## src/rtl/avalon_fast_serial_mem_arbiter.sv

```systemverilog
// Two-port Avalon-MM arbiter in front of the single-port 1024x32 on-chip RAM.
// Port A is the fast-serial bridge master, port B the processor data master.
// Per-cycle round-robin grant, fixed one-cycle read latency with per-port
// readdatavalid. Define AFS_MEM_ARB_FIXED_PRIO_EN to give port A absolute
// priority on contention (B may starve).
module avalon_fast_serial_mem_arbiter #(
  parameter  int unsigned ADDR_W = 10,
  parameter  int unsigned DATA_W = 32,
  localparam int unsigned BE_W   = DATA_W / 8
) (
  input  logic              clk,
  input  logic              reset_n,
  input  logic [ADDR_W-1:0] a_address,
  input  logic [BE_W-1:0]   a_byteenable,
  input  logic              a_read,
  input  logic              a_write,
  input  logic [DATA_W-1:0] a_writedata,
  output logic              a_waitrequest,
  output logic              a_readdatavalid,
  output logic [DATA_W-1:0] a_readdata,
  input  logic [ADDR_W-1:0] b_address,
  input  logic [BE_W-1:0]   b_byteenable,
  input  logic              b_read,
  input  logic              b_write,
  input  logic [DATA_W-1:0] b_writedata,
  output logic              b_waitrequest,
  output logic              b_readdatavalid,
  output logic [DATA_W-1:0] b_readdata,
  output logic [ADDR_W-1:0] mem_address,
  output logic [BE_W-1:0]   mem_byteenable,
  output logic              mem_chipselect,
  output logic              mem_write,
  output logic              mem_debugaccess,
  output logic [DATA_W-1:0] mem_writedata,
  input  logic [DATA_W-1:0] mem_readdata
);

  typedef enum logic {
    PORT_A = 1'b0,
    PORT_B = 1'b1
  } port_e;

  logic  r_rd_pend;
  port_e r_rd_owner;

  logic  w_req_a;
  logic  w_req_b;
  logic  w_grant_a;
  logic  w_grant_b;
  logic  w_accept;
  logic  w_wr;
  logic  w_rd_accept;

  assign w_req_a = a_read | a_write;
  assign w_req_b = b_read | b_write;

`ifdef AFS_MEM_ARB_FIXED_PRIO_EN
  // Fixed priority: A wins whenever it requests; nothing granted in reset
  always_comb begin
    w_grant_a = 1'b0;
    w_grant_b = 1'b0;
    if (reset_n) begin
      w_grant_a = w_req_a;
      w_grant_b = w_req_b & ~w_req_a;
    end
  end
`else
  port_e r_last_grant;

  // Round-robin: a lone requester wins; on contention the port that did not win last time wins
  always_comb begin
    w_grant_a = 1'b0;
    w_grant_b = 1'b0;
    if (reset_n) begin
      if (w_req_a && w_req_b) begin
        if (r_last_grant == PORT_B) w_grant_a = 1'b1;
        else                        w_grant_b = 1'b1;
      end else begin
        w_grant_a = w_req_a;
        w_grant_b = w_req_b;
      end
    end
  end

  // Remember the most recent winner; reset value makes A win the first contention
  always_ff @(posedge clk or negedge reset_n) begin
    if (!reset_n) begin
      r_last_grant <= PORT_B;
    end else if (w_accept) begin
      r_last_grant <= w_grant_b ? PORT_B : PORT_A;
    end
  end
`endif

  assign w_accept = w_grant_a | w_grant_b;

  // Waitrequest is forced high during reset; otherwise only a losing requester waits
  assign a_waitrequest = ~reset_n | (w_req_a & ~w_grant_a);
  assign b_waitrequest = ~reset_n | (w_req_b & ~w_grant_b);

  // A write request takes precedence over a simultaneous read on the same port
  always_comb begin
    w_wr        = 1'b0;
    w_rd_accept = 1'b0;
    if (w_grant_a) begin
      w_wr        = a_write;
      w_rd_accept = a_read & ~a_write;
    end else if (w_grant_b) begin
      w_wr        = b_write;
      w_rd_accept = b_read & ~b_write;
    end
  end

  // Winner's address/data steer the RAM; port A values sit on the bus when idle
  always_comb begin
    mem_address    = a_address;
    mem_byteenable = a_byteenable;
    mem_writedata  = a_writedata;
    if (w_grant_b) begin
      mem_address    = b_address;
      mem_byteenable = b_byteenable;
      mem_writedata  = b_writedata;
    end
  end

  assign mem_chipselect  = w_accept;
  assign mem_write       = w_wr;
  assign mem_debugaccess = w_wr;

  // Single-entry read tag, overwritten every cycle; RAM latency is exactly one cycle
  always_ff @(posedge clk or negedge reset_n) begin
    if (!reset_n) begin
      r_rd_pend  <= 1'b0;
      r_rd_owner <= PORT_A;
    end else begin
      r_rd_pend <= w_rd_accept;
      if (w_rd_accept) r_rd_owner <= w_grant_b ? PORT_B : PORT_A;
    end
  end

  assign a_readdatavalid = r_rd_pend & (r_rd_owner == PORT_A);
  assign b_readdatavalid = r_rd_pend & (r_rd_owner == PORT_B);
  assign a_readdata      = mem_readdata;
  assign b_readdata      = mem_readdata;

endmodule

```

## config.mk

```make
export PLATFORM = sky130hd
export DESIGN_NAME = avalon_fast_serial_mem_arbiter
export DESIGN_NICKNAME = d
export VERILOG_FILES = /design/src/rtl/avalon_fast_serial_mem_arbiter.sv
export SDC_FILE = /design/constraint.sdc
export NUM_CORES = 1
export LEC_CHECK = 0
export CAP_MARGIN = 10
export CORE_AREA = 2 2 96 98
export CTS_BUF_LIST = sky130_fd_sc_hd__clkbuf_8
export DETAILED_ROUTE_END_ITERATION = 16
export DIE_AREA = 0 0 98 100
export PLACE_DENSITY = 0.66
export SETUP_SLACK_MARGIN = 0.02
export SLEW_MARGIN = 40
export SYNTH_ARGS = -nofsm -noshare
export SYNTH_HDL_FRONTEND = slang
export SYNTH_SLANG_ARGS = --single-unit
```

## constraint.sdc

```tcl
create_clock -name clk -period 2.55 [get_ports clk]
set_input_delay 0.3825 -clock clk [delete_from_list [all_inputs] [get_ports clk]]
set_output_delay 0.3825 -clock clk [all_outputs]
set_load 0.01 [all_outputs]
```

==> flow_metrics.tcl <==
set metrics [dict create \
    outcome "completed" \
    path_max_fanout 6 \
    die_h_um 100 \
    post-route-drc-count 0 \
    synth.area.top_cells "buf_4 (35%), mux2_4 (31%), mux2_2 (14%), dfrtp_1 (3.6%), buf_6 (3.2%)" \
    async_flop_share_pct 100 \
    yosys_register_bits 3 \
    synth_cells 140 \
    core-area_um2 8890 \
    reg2reg_slack_ns 1.17 \
    grtUsageTotal_pct 8.36 \
    dp_hpwl_um 3950 \
    fin_tns_setup_ns 0 \
    grt_pass1_wl_um 6630 \
    switching_share_pct 28.9 \
    p_per_area_nw_per_um2 279 \
    drt-initial-drc-count 9 \
    portBuffers 150 \
    vias 1340 \
    drive_above_1_share_pct 31.6 \
    ys_warn_count 0 \
    p_leak_nw 1.17 \
    antenna_found_initial 0 \
    ir_drop_v 0.000112 \
    die-width_um 98 \
    fmax_ghz 0.403 \
    clock_path_buffers 2 \
    syn_to_final_growth_pct 91.1 \
    yosysUniqueCellTypes 23 \
    clk_latency_ns 0.22 \
    cts_hold_buffers 0 \
    netlist_area_um2 1400 \
    synthesis.nets 270 \
    antenna_cells 0 \
    synth_top_area_cell "buf_4" \
    wl_um 4560 \
    cts_tree "yes" \
    cts-root-buf "clkbuf_8" \
    p_seq_share_pct 8.7 \
    hold_path_class "primary input to async pin" \
    grt_max_degree 17 \
    first_pass_iters 4 \
    worstSetupPathType "primary input to output pin" \
    p_int_mw 0.528 \
    tightest_slew_ns 0.164 \
    initial_core_util_pct 15.7 \
    synth_edf_count 0 \
    cts_buffers 3 \
    synth_top_area_share_pct 35.0 \
    routedWlPerCell_um 12.8 \
    arrival_ns 2.10 \
    ant_nets 0 \
    slew_headroom_pct 88.9 \
    holdWs_ns 0.546 \
    overflow 0 \
    synth-main-ff-cell "dfrtp_1" \
    critPathCaptureType "output pin" \
    fin_nets 375 \
    p_switching_mw 0.215 \
    final_common_cell "clkdlybuf4s50_1" \
    setup_viol 0 \
    synth_seq_area_share_pct 5.47 \
    rsz0062_at_grt "yes" \
    ctsHtreeMaxLevel 1 \
    place.gp.congestion 0.804 \
    dieArea_um2 9800 \
    clk_pin_slew_ns 0.03 \
    combinationalPowerShare_pct 73.1 \
    cp.required_ns 2.17 \
    final_util_pct 30.0 \
    final_cell_mix "clkdlybuf4s50_1 (103), dlygate4sd2_1 (40), mux2_4 (29)" \
    finalCriticalPeriod_ns 2.48 \
    post-route-period-util_pct 97.4 \
    hold_viol 0 \
    io-pin-count 247 \
    finalMaxSlewViolations 0 \
    grt_pass1_vias 1415 \
    start_kind "primary input" \
    p_clk_share_pct 18.2 \
    cts.sinks 3 \
    finClkSkew_ns 0.00467 \
    avgSynthCellArea_um2 9.96 \
    vias_per_cell 3.77 \
    drv_cap 0 \
    row_count 35 \
]
-- routing by layer --
layer	vias up	track usage, %	part of all wire (%)
met5	-	0	0
met2	95	14.7	52
li1	626	-	-
met1	612	8.76	35
met3	7	4.46	13
met4	0	2.24	0.59
-- cell type report --
class                           count  area, µm²
Timing Repair Buffer              170       1620
Fill cell                         932       6220
Tap cell                          111        139
Sequential cell                     3       76.3
Inverter                            2       7.51
Clock inverter                      1       3.75
Multi-Input combinational cell     65        781
Clock buffer                        3       41.3
-- cells in the mapped netlist, drive strengths merged, types with 2 or more instances --
library cell,count
buf,70
mux2,46
o21ai,4
and2,2
dfrtp,2
inv,2
o211a,2
-- path summary, 6_finish.rpt --
path | startpoint | endpoint | depth (start not counted)
worst max-delay path | a_read | mem_writedata[31] | 7
worst min-delay path | reset_n | r_rd_pend | 2
worst max register to register | r_last_grant | r_rd_owner | 6
worst min register to register | r_last_grant | r_last_grant | 2
max in group asynchronous | reset_n | r_last_grant | 2
min in group clk | r_last_grant | r_last_grant | 2
-- what timing repair did --
action	in CTS	in global routing
endpoints found under the setup margin	46	13
pin swaps	0	1
buffers inserted	5	2
gates resized for setup	52	8
-- registers in the layout (all words and copies together) (netlist names) --
signal and flops:
r_rd_pend 1, r_last_grant 1, r_rd_owner 1
-- per-stage QoR --
step / std cells / power, mW / setup slack (ns) / instance area (µm²)
floorplan: 140 / 0.396 / 0.854 / 1400
global placement: 344 / 0.647 / -0.130 / 2630
detailed placement: 344 / 0.649 / -0.156 / 2630
CTS: 353 / 0.755 / -0.0262 / 2660
global route: 355 / 0.799 / 0.0108 / 2670
finish: 355 / 0.744 / 0.0674 / 2670
-- critical path, cell delays in order --
cell	delay, ns
clkdlybuf4s50_1	0.44
o21ai_2	0.17
o211a_4	0.24
buf_4	0.13
buf_4	0.13
mux2_2	0.32
dlygate4sd2_1	0.29
-- power by group through the flow --
stage	registers (mW)	logic (mW)	clock network [mW]
floorplan	0.0627	0.334	0
detailed placement	0.0656	0.584	0
global route	0.0663	0.582	0.150
global placement	0.0647	0.582	0
finish	0.0649	0.543	0.135
CTS	0.0652	0.548	0.143
-- kinds of logic (layout without fill, tap and decap cells) --
logic type / Yosys count / count (layout) / synth area share [%]
AO/OA/AOI/OAI: 13 / 13 / 7.36
multiplexers: 46 / 46 / 44.9
AND/OR/NAND/NOR: 6 / 6 / 3.14
buffers and inverters: 72 / 176 / 39.1
flip-flops: 3 / 3 / 5.47
Power figures use the tool's default switching activity.
